## src/rtl/motion_pkg.sv

```systemverilog
// Shared types and physics defaults for the character motion controller.
package motion_pkg;

  typedef enum logic [1:0] {
    MS_GROUND = 2'd0,
    MS_RISE   = 2'd1,
    MS_FALL   = 2'd2
  } motion_state_t;

  // Default geometry and physics, overridable per instance.
  localparam int DEF_CORDW      = 16;
  localparam int DEF_H_RES      = 800;
  localparam int DEF_SPR_W_PIX  = 38;
  localparam int DEF_INIT_X     = 100;
  localparam int DEF_GROUND_Y   = 500;
  localparam int DEF_WALK_SPEED = 2;
  localparam int DEF_JUMP_VEL   = 12;
  localparam int DEF_GRAVITY    = 1;
  localparam int DEF_MAX_FALL   = 12;

  // Vertical velocity is a signed byte.
  localparam int VY_W = 8;

endpackage

```

## src/rtl/btn_sync.sv

```systemverilog
// Two-flop synchroniser for one asynchronous button, plus a one-cycle
// rising-edge pulse taken from the synchronised level.
module btn_sync (
  input  logic i_clk,
  input  logic i_rst,
  input  logic i_btn,
  output logic o_level,
  output logic o_rise
);

  logic meta_q, meta_d;
  logic sync_q, sync_d;
  logic prev_q, prev_d;

  // Shift the raw button through the synchroniser and keep one cycle of history.
  always_comb begin
    meta_d = i_btn;
    sync_d = meta_q;
    prev_d = sync_q;
  end

  // Synchroniser and history flops.
  // NOTE: non-blocking assignments so every flop samples pre-edge values;
  // blocking here would collapse the two-stage chain into one.
  always_ff @(posedge i_clk or posedge i_rst) begin
    if (i_rst) begin
      meta_q <= 1'b0;
      sync_q <= 1'b0;
      prev_q <= 1'b0;
    end else begin
      meta_q <= meta_d;
      sync_q <= sync_d;
      prev_q <= prev_d;
    end
  end

  assign o_level = sync_q;
  assign o_rise  = sync_q & ~prev_q;

endmodule

```

## src/rtl/character_motion.sv

```systemverilog
// Per-frame motion controller: walks left/right with screen clamping and
// runs a ground/rise/fall jump with integer gravity, once per i_frame.
module character_motion
  import motion_pkg::*;
#(
  parameter int CORDW      = DEF_CORDW,
  parameter int H_RES      = DEF_H_RES,
  parameter int SPR_W_PIX  = DEF_SPR_W_PIX,
  parameter int INIT_X     = DEF_INIT_X,
  parameter int GROUND_Y   = DEF_GROUND_Y,
  parameter int WALK_SPEED = DEF_WALK_SPEED,
  parameter int JUMP_VEL   = DEF_JUMP_VEL,
  parameter int GRAVITY    = DEF_GRAVITY,
  parameter int MAX_FALL   = DEF_MAX_FALL
) (
  input  logic                    i_clk_pix,
  input  logic                    i_rst,
  input  logic                    i_frame,
  input  logic                    i_left,
  input  logic                    i_right,
  input  logic                    i_jump,
  output logic signed [CORDW-1:0] o_sprx,
  output logic signed [CORDW-1:0] o_spry,
  output logic                    o_face_left,
  output logic                    o_walking,
  output logic                    o_jumping
);

  // Constants sized to the arithmetic they take part in. Horizontal and
  // vertical sums use one extra bit so clamping sees the true result.
  localparam int X_MAX = H_RES - SPR_W_PIX;
  localparam logic signed [CORDW:0]   WALK_E   = (CORDW+1)'(WALK_SPEED);
  localparam logic signed [CORDW:0]   X_MAX_E  = (CORDW+1)'(X_MAX);
  localparam logic signed [CORDW:0]   GROUND_E = (CORDW+1)'(GROUND_Y);
  localparam logic signed [CORDW-1:0] X_MAX_C  = CORDW'(X_MAX);
  localparam logic signed [CORDW-1:0] INIT_C   = CORDW'(INIT_X);
  localparam logic signed [CORDW-1:0] GROUND_C = CORDW'(GROUND_Y);
  localparam logic signed [VY_W-1:0]  JUMP_V   = VY_W'(JUMP_VEL);
  localparam logic signed [VY_W-1:0]  GRAV_V   = VY_W'(GRAVITY);
  localparam logic signed [VY_W-1:0]  MAXF_V   = VY_W'(MAX_FALL);

  logic left_lvl, right_lvl, jump_rise;
  logic left_rise_unused, right_rise_unused, jump_lvl_unused;

  btn_sync u_sync_left (
    .i_clk   (i_clk_pix),
    .i_rst   (i_rst),
    .i_btn   (i_left),
    .o_level (left_lvl),
    .o_rise  (left_rise_unused)
  );

  btn_sync u_sync_right (
    .i_clk   (i_clk_pix),
    .i_rst   (i_rst),
    .i_btn   (i_right),
    .o_level (right_lvl),
    .o_rise  (right_rise_unused)
  );

  btn_sync u_sync_jump (
    .i_clk   (i_clk_pix),
    .i_rst   (i_rst),
    .i_btn   (i_jump),
    .o_level (jump_lvl_unused),
    .o_rise  (jump_rise)
  );

  motion_state_t           state_q, state_d;
  logic signed [CORDW-1:0] x_q, x_d;
  logic signed [CORDW-1:0] y_q, y_d;
  logic signed [VY_W-1:0]  vy_q, vy_d;
  logic                    face_q, face_d;
  logic                    walk_q, walk_d;
  logic                    jumping_q, jumping_d;
  logic                    pend_q, pend_d;

  logic signed [CORDW:0]   x_ext;
  logic signed [CORDW:0]   y_sum;
  logic signed [VY_W-1:0]  vy_inc;

  // Next-state: hold everything except on i_frame, where horizontal
  // motion and one step of the vertical state machine are applied together.
  always_comb begin
    // NOTE: every output of this block gets a default first, so no path
    // leaves a variable unassigned and no latch is inferred.
    state_d   = state_q;
    x_d       = x_q;
    y_d       = y_q;
    vy_d      = vy_q;
    face_d    = face_q;
    walk_d    = walk_q;
    jumping_d = jumping_q;
    // A pending jump lives only until the next frame, used or not.
    pend_d    = i_frame ? 1'b0 : (pend_q | jump_rise);
    x_ext     = {x_q[CORDW-1], x_q};
    y_sum     = {y_q[CORDW-1], y_q} + {{(CORDW+1-VY_W){vy_q[VY_W-1]}}, vy_q};
    vy_inc    = vy_q + GRAV_V;

    if (i_frame) begin
      walk_d = left_lvl ^ right_lvl;
      if (left_lvl && !right_lvl) begin
        x_ext  = x_ext - WALK_E;
        face_d = 1'b1;
      end else if (right_lvl && !left_lvl) begin
        x_ext  = x_ext + WALK_E;
        face_d = 1'b0;
      end

      if (x_ext < 0) begin
        x_d = '0;
      end else if (x_ext > X_MAX_E) begin
        x_d = X_MAX_C;
      end else begin
        x_d = x_ext[CORDW-1:0];
      end

      case (state_q)
        MS_GROUND: begin
          if (pend_q) begin
            vy_d    = -JUMP_V;
            state_d = MS_RISE;
          end
        end
        MS_RISE: begin
          if (y_sum < 0) begin
            // Hit the top of the screen: stop dead and start falling.
            y_d     = '0;
            vy_d    = '0;
            state_d = MS_FALL;
          end else begin
            y_d  = y_sum[CORDW-1:0];
            vy_d = vy_inc;
            if (!vy_inc[VY_W-1]) begin
              state_d = MS_FALL;
            end
          end
        end
        MS_FALL: begin
          if (y_sum >= GROUND_E) begin
            y_d     = GROUND_C;
            vy_d    = '0;
            state_d = MS_GROUND;
          end else begin
            y_d  = y_sum[CORDW-1:0];
            vy_d = (vy_inc > MAXF_V) ? MAXF_V : vy_inc;
          end
        end
        default: begin
          state_d = MS_GROUND;
          y_d     = GROUND_C;
          vy_d    = '0;
        end
      endcase

      jumping_d = (state_d != MS_GROUND);
    end
  end

  // Motion registers; reset puts the character standing at its start point.
  always_ff @(posedge i_clk_pix or posedge i_rst) begin
    if (i_rst) begin
      state_q   <= MS_GROUND;
      x_q       <= INIT_C;
      y_q       <= GROUND_C;
      vy_q      <= '0;
      face_q    <= 1'b0;
      walk_q    <= 1'b0;
      jumping_q <= 1'b0;
      pend_q    <= 1'b0;
    end else begin
      state_q   <= state_d;
      x_q       <= x_d;
      y_q       <= y_d;
      vy_q      <= vy_d;
      face_q    <= face_d;
      walk_q    <= walk_d;
      jumping_q <= jumping_d;
      pend_q    <= pend_d;
    end
  end

  assign o_sprx      = x_q;
  assign o_spry      = y_q;
  assign o_face_left = face_q;
  assign o_walking   = walk_q;
  assign o_jumping   = jumping_q;

endmodule

```

## config.mk

```make
export PLATFORM = sky130hd
export DESIGN_NAME = character_motion
export DESIGN_NICKNAME = d
export VERILOG_FILES = /design/src/rtl/motion_pkg.sv /design/src/rtl/btn_sync.sv /design/src/rtl/character_motion.sv
export SDC_FILE = /design/constraint.sdc
export NUM_CORES = 1
export LEC_CHECK = 0
export CAP_MARGIN = 10
export CELL_PAD_IN_SITES_DETAIL_PLACEMENT = 0
export CELL_PAD_IN_SITES_GLOBAL_PLACEMENT = 1
export CORE_UTILIZATION = 39
export DETAILED_ROUTE_END_ITERATION = 6
export GPL_ROUTABILITY_DRIVEN = 0
export PLACE_DENSITY_LB_ADDON = 0.15
export SETUP_SLACK_MARGIN = 0.15
export SLEW_MARGIN = 20
export SYNTH_ARGS = -nofsm -noshare
export SYNTH_HDL_FRONTEND = slang
export SYNTH_SLANG_ARGS = --single-unit
```

## constraint.sdc

```tcl
create_clock -name i_clk_pix -period 3.1 [get_ports i_clk_pix]
set_input_delay 0.62 -clock i_clk_pix [delete_from_list [all_inputs] [get_ports i_clk_pix]]
set_output_delay 0.62 -clock i_clk_pix [all_outputs]
set_load 0.1 [all_outputs]
```

==> impl_results.rst <==
.. list-table::
   :header-rows: 1

   * - Metric
     - Value
   * - Number of warning messages in the yosys log
     - 0
   * - Count of endpoints failing hold in the final timing report
     - 0
   * - Fin area
     - between 5000 and 6000 um^2
   * - Die outline width
     - slightly above 100 um
   * - Number of antenna-violating nets in the routed design
     - 0
   * - Share of cells above drive strength 1
     - 0.2955
   * - Number of enable-type register cells in the synthesized netlist
     - 0
   * - Detailed Routing Iterations Pass 1
     - 4
   * - Post-synthesis share of cell area spent on xor and xnor gates
     - 0.04467
   * - Minimum setup slack among reg-to-reg paths
     - approximately 0.023 ns
   * - Root cell of the clock tree
     - sky130_fd_sc_hd__clkbuf_8
   * - Instance area at placement
     - between 4000 and 5000 um^2
   * - Nets in the synthesized netlist
     - 492
   * - Number of vias per cell after detailed routing
     - around 5.5
   * - Max_cap viols
     - 0
   * - Maximum achievable frequency
     - between 300 and 400 MHz
   * - Post-DP HPWL
     - about 8000 um
   * - Max rail drop VDD
     - ~0.00070 V
   * - Sequential cell fraction of total power
     - 0.201
   * - Count of cells along the worst hold path
     - 0
   * - Clock Path Buffers
     - 2
   * - Static leakage
     - between 2 and 2.5 nW
   * - Unrepaired setup endpoints after global routing
     - true
   * - Post-detailed-route DRC marker count
     - 0
   * - Final net count
     - 570
   * - Initial core utilization
     - 0.4012
   * - Placeable Area
     - slightly below 10000 um^2
   * - DR iter-0 viols
     - 110
   * - Clock skew
     - about 0.010 ns
   * - Worst setup slack after layout
     - between 0.02 and 0.025 ns
   * - DIE HEIGHT
     - 102.3 um
   * - Kind of critical path
     - flip-flop to flip-flop
   * - Maximum number of pins on one net before global-route repair
     - 32
   * - Post-synthesis instance area
     - a little under 4000 um^2
   * - Async S/R FF share, synth
     - 1.000
   * - Row Count
     - 36
   * - Status
     - completed
   * - Number of top-level pins
     - between 40 and 50
   * - Worst skew pair latency
     - about 0.31 ns
   * - Number of standard cells after synthesis
     - between 400 and 500
   * - Combinational family with the most area after synthesis
     - compound AO/OA/AOI/OAI gates
   * - Flop and latch count out of synthesis
     - 52
   * - Overall global routing resource usage
     - 0.2139
   * - Final wirelength
     - roughly 11000 um
   * - Arrival @ worst endpoint
     - 3.33 ns
   * - Critical path launch point type
     - flip-flop
   * - Switch Pwr
     - just over 0.003 W
   * - Final core area utilization
     - 0.5201
   * - Initial antenna violation count
     - 0
   * - Port Buf Inserts
     - 39
   * - Layout Area Growth over Synthesis
     - 29.64%
   * - Count of cells along the worst register-to-register path
     - 11
   * - Design internal power
     - 0.002738 W
   * - Share of the clock period used by the worst path after layout
     - 0.9927
   * - Remaining global-route overflow
     - 0
   * - Number of global-route vias before repair
     - 3441
   * - CTS tree
     - built
   * - Cts hold-fix bufs
     - 0
   * - Logic pwr share
     - 0.716
   * - Total met3 wirelength after detailed routing
     - 295 um
   * - Share of synthesized cell area in full adder, half adder and majority cells
     - 0.08807
   * - Total clock sinks
     - between 50 and 60
   * - Worst slew margin relative to its limit
     - 0.4676
   * - Post-route minimum period
     - 3.077 ns
   * - Top_reg_cell synth
     - sky130_fd_sc_hd__dfrtp_1
   * - Count of pins over their slew limit
     - 0
   * - PD cells
     - 1140 nW/um^2
   * - Placement-stage worst setup slack
     - -0.001871 ns
   * - Hold path startpoint
     - u_sync_right.meta_q$_DFF_PP0_
   * - Clock share of power
     - 0.083
   * - Worst Tran Pin Value
     - around 0.79 ns
   * - Data required time of the worst path
     - 3.35 ns
   * - Hold Path Class
     - flip-flop to flip-flop
   * - Worst-case hold path end point
     - u_sync_right.o_level$_DFF_PP0_
   * - Wire length per cell after detailed routing
     - between 15 and 20 um
   * - Clock slew at the register clock pins of the worst setup and hold paths
     - 0.10 ns
   * - Top Metal Used
     - met4
   * - Switching part of the total power
     - 0.5274
   * - Overall power consumption
     - approximately 0.0058 W
   * - Sequential-to-total area share from yosys stat
     - 0.3347
   * - Metal-1 WL
     - 5274 um
   * - Distinct cell type count of the synthesized netlist
     - between 70 and 80
   * - Share of cell area taken by muxes after synthesis
     - 0.01627
   * - Detailed-route via count
     - ~3.7k
   * - Total clock buffers created by CTS
     - 5
   * - Routed length on met2
     - roughly 5000 um
   * - Area of the die
     - approximately 10000 um^2
   * - Endpoint of the worst-slack reg-to-reg timing path
     - vy_q[6]$_DFFE_PP0P_
   * - Antenna cell count
     - 0
   * - Area fraction in compound gates after synthesis
     - 0.2482
   * - Maximum fanout count along the critical path
     - 7
   * - Worst r2r src
     - o_spry[0]$_DFFE_PP0P_
   * - Post-Synthesis Mean Instance Area
     - between 8 and 9 um^2
   * - CTS HTree Levels
     - 2
   * - Type of destination of the critical path
     - flip-flop
   * - Sum Neg Setup Slack
     - 0 ns
   * - Final setup viols
     - 0
   * - Post-synthesis share of cell area spent on and, or, nand and nor gates
     - 0.2246
   * - First-pass GRT wire length
     - 17310 um
per-layer routing:
layer	up-vias	GRT usage
li1	1834	-
met1	1780	0.3020
met2	66	0.3423
met3	10	0.02873
met4	0	0.05934
met5	-	0
state kept, by name, indices dropped and copies added, names as in the netlist, 2 cells and up:
register and cells:
o_spry 16, o_sprx 15, vy_q 8, state_q 2
cell type report:
type / instances / area [um^2]
Inverter: 22 / 82.58
Tap cell: 133 / 166.4
Multi-Input combinational cell: 364 / 2646
Fill cell: 929 / 4691
Clock buffer: 6 / 72.57
Clock inverter: 2 / 35.03
Timing Repair Buffer: 92 / 732.0
Sequential cell: 52 / 1349
how the worst max path moves through the flow:
| stage | startpoint | to | slack, ns | cells past startpoint |
|---|---|---|---|---|
| 2_1_floorplan | o_spry[0]$_DFFE_PP0P_ | o_spry[14]$_DFFE_PP0P_ | -0.05 | 10 |
| 3_3_place_gp | o_spry[0]$_DFFE_PP0P_ | vy_q[5]$_DFFE_PP0P_ | 0.02 | 11 |
| 3_5_place_dp | o_spry[0]$_DFFE_PP0P_ | state_q[0]$_DFFE_PP0P_ | -0.002 | 11 |
| 4_1_cts | o_spry[0]$_DFFE_PP0P_ | vy_q[1]$_DFFE_PP0P_ | 0.0007 | 11 |
| 5_1_grt | o_spry[0]$_DFFE_PP0P_ | vy_q[1]$_DFFE_PP0P_ | -0.12 | 11 |
| 6_report | o_spry[0]$_DFFE_PP0P_ | vy_q[6]$_DFFE_PP0P_ | 0.02 | 11 |
critical path, stage by stage, from the launching register on:
cell	delay [ns]
sky130_fd_sc_hd__dfrtp_2	0.44
sky130_fd_sc_hd__ha_4	0.17
sky130_fd_sc_hd__fa_2	0.34
sky130_fd_sc_hd__a21o_1	0.20
sky130_fd_sc_hd__a221oi_4	0.35
sky130_fd_sc_hd__o21ai_1	0.18
sky130_fd_sc_hd__mux2_2	0.36
sky130_fd_sc_hd__a311oi_4	0.28
sky130_fd_sc_hd__a31oi_4	0.18
sky130_fd_sc_hd__o21ai_4	0.27
sky130_fd_sc_hd__nand4b_1	0.15
sky130_fd_sc_hd__nand3_1	0.09
cell families after synthesis:
group                    Yosys count
buffers and inverters             43
flip-flops                        52
adder cells (fa/ha/maj)           27
XOR/XNOR                          20
AND/OR/NAND/NOR                  167
other                              1
AO/OA/AOI/OAI                    143
multiplexers                       6
stage by stage:
stage                     hold slack, ns  std cells
after floorplan                   0.3312        459
after global placement            0.3367        656
after detailed placement          0.3347        656
after CTS                         0.3580        669
after global routing              0.3759        671
final                             0.3550        671
cell usage in the layout (no fill, tap or decap), types with 6 or more instances in the layout:
cell type                  instances
sky130_fd_sc_hd__buf_4            84
sky130_fd_sc_hd__nand2_1          42
sky130_fd_sc_hd__o21ai_0          34
sky130_fd_sc_hd__a21oi_1          29
sky130_fd_sc_hd__dfrtp_1          29
sky130_fd_sc_hd__nor2_1           27
sky130_fd_sc_hd__inv_1            21
sky130_fd_sc_hd__ha_1             21
sky130_fd_sc_hd__dfrtp_2          14
sky130_fd_sc_hd__nand3_1          13
sky130_fd_sc_hd__xnor2_1          12
sky130_fd_sc_hd__nand4_1          10
sky130_fd_sc_hd__nor3_1            9
sky130_fd_sc_hd__o21ai_1           9
sky130_fd_sc_hd__nor2b_1           9
sky130_fd_sc_hd__a21o_1            9
sky130_fd_sc_hd__a22o_1            9
sky130_fd_sc_hd__xor2_1            8
sky130_fd_sc_hd__nand2b_1          7
sky130_fd_sc_hd__and3_1            6
cell usage after synthesis (all sizes together), types with 3 or more instances:
cell / number / area share
nor4: 3 / 0.0048
o31ai: 3 / 0.0057
a22o: 9 / 0.020
a21boi: 3 / 0.0057
dfstp: 9 / 0.060
or4: 5 / 0.011
o311ai: 3 / 0.0067
a31oi: 5 / 0.0096
a21oi: 32 / 0.045
nand4: 10 / 0.016
a21o: 10 / 0.019
nor3b: 5 / 0.0096
clkbuf: 17 / 0.016
xor2: 8 / 0.018
nand3: 13 / 0.017
or3: 5 / 0.0080
and3: 8 / 0.013
nor2: 28 / 0.027
nor2b: 9 / 0.014
o22ai: 3 / 0.0048
nand2: 44 / 0.043
ha: 26 / 0.083
mux2i: 3 / 0.0077
and2: 4 / 0.0067
dfrtp: 43 / 0.27
inv: 22 / 0.021
mux2: 3 / 0.0086
a221oi: 3 / 0.0083
a22oi: 5 / 0.0096
or2: 3 / 0.0048
a211o: 3 / 0.0067
a211oi: 3 / 0.0070
o21ai: 44 / 0.059
xnor2: 12 / 0.027
nand4b: 3 / 0.0067
nor3: 11 / 0.014
nand3b: 3 / 0.0057
nand2b: 8 / 0.013
buf: 4 / 0.0051
power groups by stage:
| stage | registers, W | clock network, W | logic [W] |
|---|---|---|---|
| 2_1_floorplan | 0.00197 | 0 | 0.00192 |
| 3_3_place_gp | 0.00116 | 0 | 0.00379 |
| 3_5_place_dp | 0.00116 | 0 | 0.00382 |
| 4_1_cts | 0.00117 | 0.000499 | 0.00404 |
| 5_1_grt | 0.00120 | 0.000523 | 0.00447 |
| 6_report | 0.00116 | 0.000481 | 0.00415 |
repair_timing:
item | CTS | global route
gates resized for setup | 11 | 15
setup endpoints to repair | 35 | 35
pin swaps | 18 | 8
gates cloned | 0 | 0
buffers inserted | 5 | 2
(Power assumes the default switching activity.)
